===== config.mk =====
export PLATFORM = sky130hd
export DESIGN_NAME = apb_modport
export DESIGN_NICKNAME = d
export VERILOG_FILES = /design/src/rtl/apb_modport_pkg.sv /design/src/rtl/apb_slave.sv /design/src/rtl/apb_modport.sv
export SDC_FILE = /design/constraint.sdc
export NUM_CORES = 2
export LEC_CHECK = 0
export CAP_MARGIN = 15
export CORE_MARGIN = 2
export CORE_UTILIZATION = 55
export DETAILED_ROUTE_END_ITERATION = 8
export PLACE_DENSITY = 0.79
export SKIP_LAST_GASP = 1
export SLEW_MARGIN = 20
export SYNTH_ARGS = -nofsm -noshare
export SYNTH_HDL_FRONTEND = slang
export SYNTH_SLANG_ARGS = --single-unit

===== constraint.sdc =====
create_clock -name pclk -period 4.5 [get_ports pclk]
set_input_delay 0.45 -clock pclk [delete_from_list [all_inputs] [get_ports pclk]]
set_output_delay 0.45 -clock pclk [all_outputs]
set_load 0.1 [all_outputs]

===== src/rtl/apb_modport_pkg.sv =====
// Shared types and constants for the APB master/slave pair.
// APB_WAIT_STATE_EN (optional macro) adds one wait state per slave access.
package apb_modport_pkg;

  localparam int ADDR_WIDTH_DEF = 8;
  localparam int DATA_WIDTH_DEF = 8;
  localparam int SLAVE_DEPTH    = 128;
  localparam int SLAVE_IDX_W    = 7;

  typedef enum logic [1:0] {
    IDLE   = 2'd0,
    SETUP  = 2'd1,
    ACCESS = 2'd2
  } apb_state_e;

endpackage


===== src/rtl/apb_slave.sv =====
// APB slave with a 128-entry register file; pslverr is never raised.
// APB_WAIT_STATE_EN defined: pready is low in the first ACCESS cycle.
module apb_slave
  import apb_modport_pkg::*;
#(
  parameter int DATA_WIDTH = DATA_WIDTH_DEF
) (
  input  logic                   pclk,
  input  logic                   presetn,
  input  logic                   psel,
  input  logic                   penable,
  input  logic                   pwrite,
  input  logic [SLAVE_IDX_W-1:0] paddr,
  input  logic [DATA_WIDTH-1:0]  pwdata,
  output logic [DATA_WIDTH-1:0]  prdata,
  output logic                   pready,
  output logic                   pslverr
);

  logic [DATA_WIDTH-1:0] r_mem [SLAVE_DEPTH];

`ifdef APB_WAIT_STATE_EN
  logic r_wait_done;

  // Toggle high after the first ACCESS cycle so the second one completes
  always_ff @(posedge pclk or negedge presetn) begin
    if (!presetn) begin
      r_wait_done <= 1'b0;
    end else begin
      r_wait_done <= psel && penable && !r_wait_done;
    end
  end

  assign pready = r_wait_done;
`else
  assign pready = 1'b1;
`endif

  // Commit a write on the edge that ends a ready ACCESS cycle
  always_ff @(posedge pclk or negedge presetn) begin
    if (!presetn) begin
      for (int i = 0; i < SLAVE_DEPTH; i++) begin
        r_mem[i] <= '0;
      end
    end else if (psel && penable && pready && pwrite) begin
      r_mem[paddr] <= pwdata;
    end
  end

  // Read data is combinational; the master registers it at completion
  assign prdata  = r_mem[paddr];
  assign pslverr = 1'b0;

endmodule


===== src/rtl/apb_modport.sv =====
// APB master FSM driving two apb_slave instances selected by paddr[7].
// Request inputs pass through one register stage, so a request sampled
// at edge N reaches SETUP after N+1 and completes at N+3 (N+4 when
// APB_WAIT_STATE_EN is defined).
module apb_modport
  import apb_modport_pkg::*;
#(
  parameter int ADDR_WIDTH = ADDR_WIDTH_DEF,
  parameter int DATA_WIDTH = DATA_WIDTH_DEF
) (
  input  logic                  pclk,
  input  logic                  presetn,
  input  logic                  transfer,
  input  logic                  READ_WRITE,
  input  logic [ADDR_WIDTH-1:0] apb_write_paddr,
  input  logic [DATA_WIDTH-1:0] apb_write_data,
  input  logic [ADDR_WIDTH-1:0] apb_read_paddr,
  output logic [DATA_WIDTH-1:0] apb_read_data_out
);

  // sampled request
  logic                  r_transfer;
  logic                  r_read_write;
  logic [ADDR_WIDTH-1:0] r_wr_paddr;
  logic [ADDR_WIDTH-1:0] r_rd_paddr;
  logic [DATA_WIDTH-1:0] r_wr_data;

  // APB bus state
  apb_state_e            r_state;
  logic                  r_psel;
  logic                  r_penable;
  logic                  r_pwrite;
  logic [ADDR_WIDTH-1:0] r_paddr;
  logic [DATA_WIDTH-1:0] r_pwdata;
  logic [DATA_WIDTH-1:0] r_read_data;

  logic                  w_req_pwrite;
  logic [ADDR_WIDTH-1:0] w_req_paddr;
  logic                  w_psel1;
  logic                  w_psel2;
  logic [DATA_WIDTH-1:0] w_prdata1;
  logic [DATA_WIDTH-1:0] w_prdata2;
  logic                  w_pready1;
  logic                  w_pready2;
  logic                  w_pslverr1;
  logic                  w_pslverr2;
  logic [DATA_WIDTH-1:0] w_prdata;
  logic                  w_pready;
  logic                  w_unused_pslverr;

  // Capture the request inputs every edge
  always_ff @(posedge pclk or negedge presetn) begin
    if (!presetn) begin
      r_transfer   <= 1'b0;
      r_read_write <= 1'b0;
      r_wr_paddr   <= '0;
      r_rd_paddr   <= '0;
      r_wr_data    <= '0;
    end else begin
      r_transfer   <= transfer;
      r_read_write <= READ_WRITE;
      r_wr_paddr   <= apb_write_paddr;
      r_rd_paddr   <= apb_read_paddr;
      r_wr_data    <= apb_write_data;
    end
  end

  assign w_req_pwrite = !r_read_write;
  assign w_req_paddr  = r_read_write ? r_rd_paddr : r_wr_paddr;

  // Master FSM; address/data/direction are loaded on entry to SETUP and
  // held untouched through ACCESS
  always_ff @(posedge pclk or negedge presetn) begin
    if (!presetn) begin
      r_state     <= IDLE;
      r_psel      <= 1'b0;
      r_penable   <= 1'b0;
      r_pwrite    <= 1'b0;
      r_paddr     <= '0;
      r_pwdata    <= '0;
      r_read_data <= '0;
    end else begin
      case (r_state)
        IDLE: begin
          if (r_transfer) begin
            r_state   <= SETUP;
            r_psel    <= 1'b1;
            r_penable <= 1'b0;
            r_pwrite  <= w_req_pwrite;
            r_paddr   <= w_req_paddr;
            r_pwdata  <= r_wr_data;
          end
        end
        SETUP: begin
          r_state   <= ACCESS;
          r_penable <= 1'b1;
        end
        ACCESS: begin
          if (w_pready) begin
            if (!r_pwrite) begin
              r_read_data <= w_prdata;
            end
            if (r_transfer) begin
              r_state   <= SETUP;
              r_penable <= 1'b0;
              r_pwrite  <= w_req_pwrite;
              r_paddr   <= w_req_paddr;
              r_pwdata  <= r_wr_data;
            end else begin
              r_state   <= IDLE;
              r_psel    <= 1'b0;
              r_penable <= 1'b0;
            end
          end
        end
        default: begin
          r_state   <= IDLE;
          r_psel    <= 1'b0;
          r_penable <= 1'b0;
        end
      endcase
    end
  end

  // Slave decode on the top address bit
  assign w_psel1 = r_psel && !r_paddr[7];
  assign w_psel2 = r_psel &&  r_paddr[7];

  apb_slave #(.DATA_WIDTH(DATA_WIDTH)) u_slave1 (
    .pclk    (pclk),
    .presetn (presetn),
    .psel    (w_psel1),
    .penable (r_penable),
    .pwrite  (r_pwrite),
    .paddr   (r_paddr[6:0]),
    .pwdata  (r_pwdata),
    .prdata  (w_prdata1),
    .pready  (w_pready1),
    .pslverr (w_pslverr1)
  );

  apb_slave #(.DATA_WIDTH(DATA_WIDTH)) u_slave2 (
    .pclk    (pclk),
    .presetn (presetn),
    .psel    (w_psel2),
    .penable (r_penable),
    .pwrite  (r_pwrite),
    .paddr   (r_paddr[6:0]),
    .pwdata  (r_pwdata),
    .prdata  (w_prdata2),
    .pready  (w_pready2),
    .pslverr (w_pslverr2)
  );

  assign w_prdata = r_paddr[7] ? w_prdata2 : w_prdata1;
  assign w_pready = r_paddr[7] ? w_pready2 : w_pready1;

  // Error responses are not acted on by this master
  assign w_unused_pslverr = w_pslverr1 | w_pslverr2;

  assign apb_read_data_out = r_read_data;

endmodule


==> flow_summary_export.csv <==
group,metric,value,unit
worst_setup_path,cp_max_fo,45,
finish,drive_above_1_share,45.3,%
clock_network,cts_tree,"built",
clock_network,path_clk_slew,0.06,ns
sta,hold_violations,0,
worst_hold_path,hp-class,"in2reg",
sta,max-slew-margin-rel,16.9,%
die,dieArea,177000,sq um
detailed_routing,vias_per_cell,6.97,
pwr,swShare,29.4,%
pwr,internal-power,31300,uW
clock_network,htreeDepth,4,
worst_setup_path,slowest_delay,0.94,ns
die,rows,153,
worst_setup_path,worst-setup-path-type,"reg2reg",
global_routing,grt_pass1_vias,67200,
synthesis,synth_edf_count,0,
pwr,pwr-share-clk,40.9,%
sta,rsz0062_at_grt,"no",
finish,layout.nets,6897,
synthesis,yosysWarnings,0,
sta,finalClockSkew,0.0561,ns
synthesis,ys_seq_elements,2102,
placed_design,post-place-ws,0.250,ns
finish,num-fill-cells,12700,
synthesis,syn_avg_cell_area,13.9,sq um
clock_network,post_cts_resized,0,
sta,worst_pin_slew,1.25,ns
clock_network,cts_buffer_depth,3,
detailed_routing,drt_iter0_drc,7868,
sta,fin_setup_tns,0,ns
die,initial_core_util,55.2,%
sta,max_freq,227,MHz
detailed_routing,wirelength,302000,um
worst_setup_path,endpoint_kind,"flip-flop",
synthesis,seq_area_frac_synth,54.9,%
sta,slew_viol_final,0,
global_routing,grt_pass1_wl,450000,um
pwr,power_frac_comb,14.3,%
flow_run,cap_violations,0,
die,pin_count,36,
clock_network,cts.root.buffer_cell,"clkbuf_16",
global_routing,antenna_found_initial,10,
placed_design,port_buffers,35,
finish,area_growth,11.3,%
clock_network,cts_num_sinks,2102,
worst_setup_path,critPathLaunchType,"flip-flop",
synthesis,netlist-cell-type-count,87,
pwr,power.switching,13000,uW
worst_setup_path,reg2reg_setup_slack,0.09,ns
die,fp.dieW,421,um
clock_network,clkLatencyLatePin,0.90,ns
clock_network,cts_buffers,210,
worst_setup_path,crit_buf_inv,2,
pwr,vdd_drop_max,0.000574,V
worst_setup_path,crit_chain,"buf_4 -> mux2_2 -> a221oi_1 -> nor2_1 -> o22ai_1 -> a211oi_1 -> a211oi_1 -> buf_4 -> a211oi_1",
worst_setup_path,critPathArrivalTime,5.14,ns
pwr,seq_power_share,44.9,%
die,die_h,421,um
global_routing,grtUsageTotal,33.8,%
synthesis,syn_inst,6875,
placed_design,place_hpwl,186000,um
worst_setup_path,worstPathRequired,5.24,ns
pwr,powerDensity,415,nW/um^2
placed_design,place_congestion,0.956,
sta,period_needed,4.41,ns
sta,setup_viol,0,
clock_network,post_cts_buffers,0,
synthesis,synth_area,95800,sq um
pwr,total_power,44300,uW
status,outcome,"complete, no violations",
detailed_routing,drc,0,
sta,fin_crit_sh,97.9,%
global_routing,grt_overflow_total,0,
worst_setup_path,crit_top_cell,"a211oi_1",
detailed_routing,routedWlPerCell,32.3,um
detailed_routing,drt_pass1_iterations,6,
sta,worst_slack,0.0943,ns
detailed_routing,vias,65300,
worst_setup_path,cp_slowest_cell,"a211oi_1",
global_routing,grt_max_degree,177,
worst_setup_path,cp_top_family,"compound AO/OA/AOI/OAI gates",
synthesis,async_flop_share,100,%
die,core,173000,sq um
pwr,cellLeakagePower,0.0503,uW
detailed_routing,drtAntennaViolNets,0,
synthesis,ys.flop_type,"dfrtp_1",
synthesis,syn-num-nets,6903,
[cell usage in the layout (no fill, tap or decap), types with 7 or more instances in the layout]
| cell type | count |
|---|---|
| nor2_1 | 147 |
| a2111oi_0 | 11 |
| mux2i_1 | 190 |
| a311oi_1 | 9 |
| buf_12 | 58 |
| nand2_1 | 174 |
| clkbuf_8 | 64 |
| clkdlybuf4s50_1 | 34 |
| dfrtp_1 | 2089 |
| clkinv_2 | 38 |
| a211oi_1 | 24 |
| buf_4 | 220 |
| o211ai_1 | 33 |
| nand4_1 | 16 |
| o2111ai_1 | 22 |
| mux2_2 | 2198 |
| a21oi_1 | 126 |
| mux4_2 | 98 |
| o22ai_1 | 26 |
| a222oi_1 | 14 |
| clkbuf_1 | 49 |
| a22o_1 | 40 |
| nand2b_1 | 7 |
| a22oi_1 | 204 |
| nor2_4 | 13 |
| nand2_2 | 7 |
| dfrtp_4 | 12 |
| a221oi_1 | 203 |
| nor2_2 | 209 |
| clkinv_16 | 7 |
| o21ai_0 | 129 |
| dlygate4sd3_1 | 25 |
| a221o_1 | 62 |
| o2bb2ai_1 | 34 |
| bufinv_16 | 10 |
| a31oi_1 | 26 |
| clkbuf_16 | 212 |
| nand3_1 | 31 |
| o221ai_1 | 13 |
[area by class of cell]
class | count | area [sq um] | area share [%]
Antenna cell | 2 | 5.00 | 0.00469
Multi-Input combinational cell | 4208 | 40400 | 37.9
Sequential cell | 2102 | 52600 | 49.4
Clock buffer | 325 | 6370 | 5.98
Clock inverter | 64 | 826 | 0.775
Inverter | 9 | 41.3 | 0.0387
Tap cell | 2325 | 2910 | 2.73
Timing Repair Buffer | 338 | 3430 | 3.22
[per-stage QoR]
stage                     hold WS, ns  utilization (%)  cell area [sq um]  cells
after CTS                     0.00561             61.5             107000   9371
after global placement          0.378             57.2              99200   8957
after global routing           0.0251             61.5             107000   9371
after detailed placement        0.380             57.2              99200   8957
final                          0.0389             61.5             107000   9373
after floorplan                 0.154                -              95800   6875
[sequential cells by signal (all words and copies together), names as in the netlist]
name	count
u_slave1.r_mem	1024
u_slave2.r_mem	1024
r_psel	1
r_pwdata	8
r_paddr	8
r_wr_data	8
r_state	1
r_rd_paddr	8
r_wr_paddr	8
r_read_write	1
r_pwrite	1
apb_read_data_out	8
r_transfer	1
r_penable	1
[cell families after synthesis]
logic type | count (synthesis) | share of synthesized area, %
and+or+nand+nor | 673 | 3.65
DFF | 2102 | 54.9
AOI/OAI and AO/OA | 1043 | 8.19
buffers and inverters | 565 | 3.03
muxes | 2492 | 30.2
[cell usage after synthesis, types with 7 or more instances]
cell type  count  share of area [%]
a222oi_1      14               0.15
and3_1         7              0.046
nor2_2       209                1.4
mux4_2        98                2.3
a22o_1        40               0.37
a31oi_1       26               0.17
mux2i_1      190                2.0
nand2_2        7              0.046
buf_4         62               0.49
o22ai_1       26               0.17
o21ai_0      130               0.68
nand2b_1       7              0.046
a221oi_1     203                1.9
o2111ai_1     22               0.20
nand2_1      174               0.68
buf_1         14              0.055
o211ai_1      33               0.26
dfrtp_1     2102                 55
a22oi_1      204                1.6
buf_2        147               0.77
nor2b_1       12              0.078
a311oi_1       9              0.082
a211oi_1      24               0.19
a21oi_1      126               0.66
mux2_2      2198                 26
nor2_1       150               0.59
o221ai_1      13               0.12
clkbuf_1     289                1.1
nand4_1       16               0.10
a2111oi_0     12               0.11
nand3_1       31               0.16
a221o_1       62               0.65
o2bb2ai_1     34               0.31
nor2_4        10               0.12
buf_6         38               0.45
[repair_timing]
action / CTS / global route
setup endpoints to repair: 0 / 0
hold buffers: 25 / 0
hold endpoints to repair: 264 / 0
[power groups by stage]
stage / clock, uW / combinational (uW) / sequential, uW
after floorplan: 0 / 3120 / 20000
after detailed placement: 0 / 6010 / 20200
after global routing: 19000 / 6380 / 19900
after CTS: 18200 / 6050 / 19800
after global placement: 0 / 5930 / 20100
final: 18100 / 6310 / 19900
[worst paths after layout]
check	startpoint	endpoint	cells after the start
setup / recovery	r_paddr[0]$_DFFE_PN0P_	apb_read_data_out[1]$_DFFE_PN0P_	9
hold / removal	apb_write_paddr[2]	r_wr_paddr[2]$_DFF_PN0_	1
setup reg to reg	r_paddr[0]$_DFFE_PN0P_	apb_read_data_out[1]$_DFFE_PN0P_	9
hold reg to reg	r_wr_data[3]$_DFF_PN0_	r_pwdata[3]$_DFFE_PN0P_	1
max in group asynchronous	presetn	u_slave2.r_mem[669]$_DFFE_PN0P_	4
min in group asynchronous	presetn	u_slave1.r_mem[291]$_DFFE_PN0P_	2
[per-layer routing]
layer / part of all wire, % / global-route usage (%) / wire length, um
met4: 7.2 / 20.7 / 21800
met1: 37 / 44.2 / 112000
met5: 0.073 / 0.457 / 220
met3: 12 / 10.6 / 36200
met2: 44 / 49.2 / 132000
(Power assumes the default switching activity.)
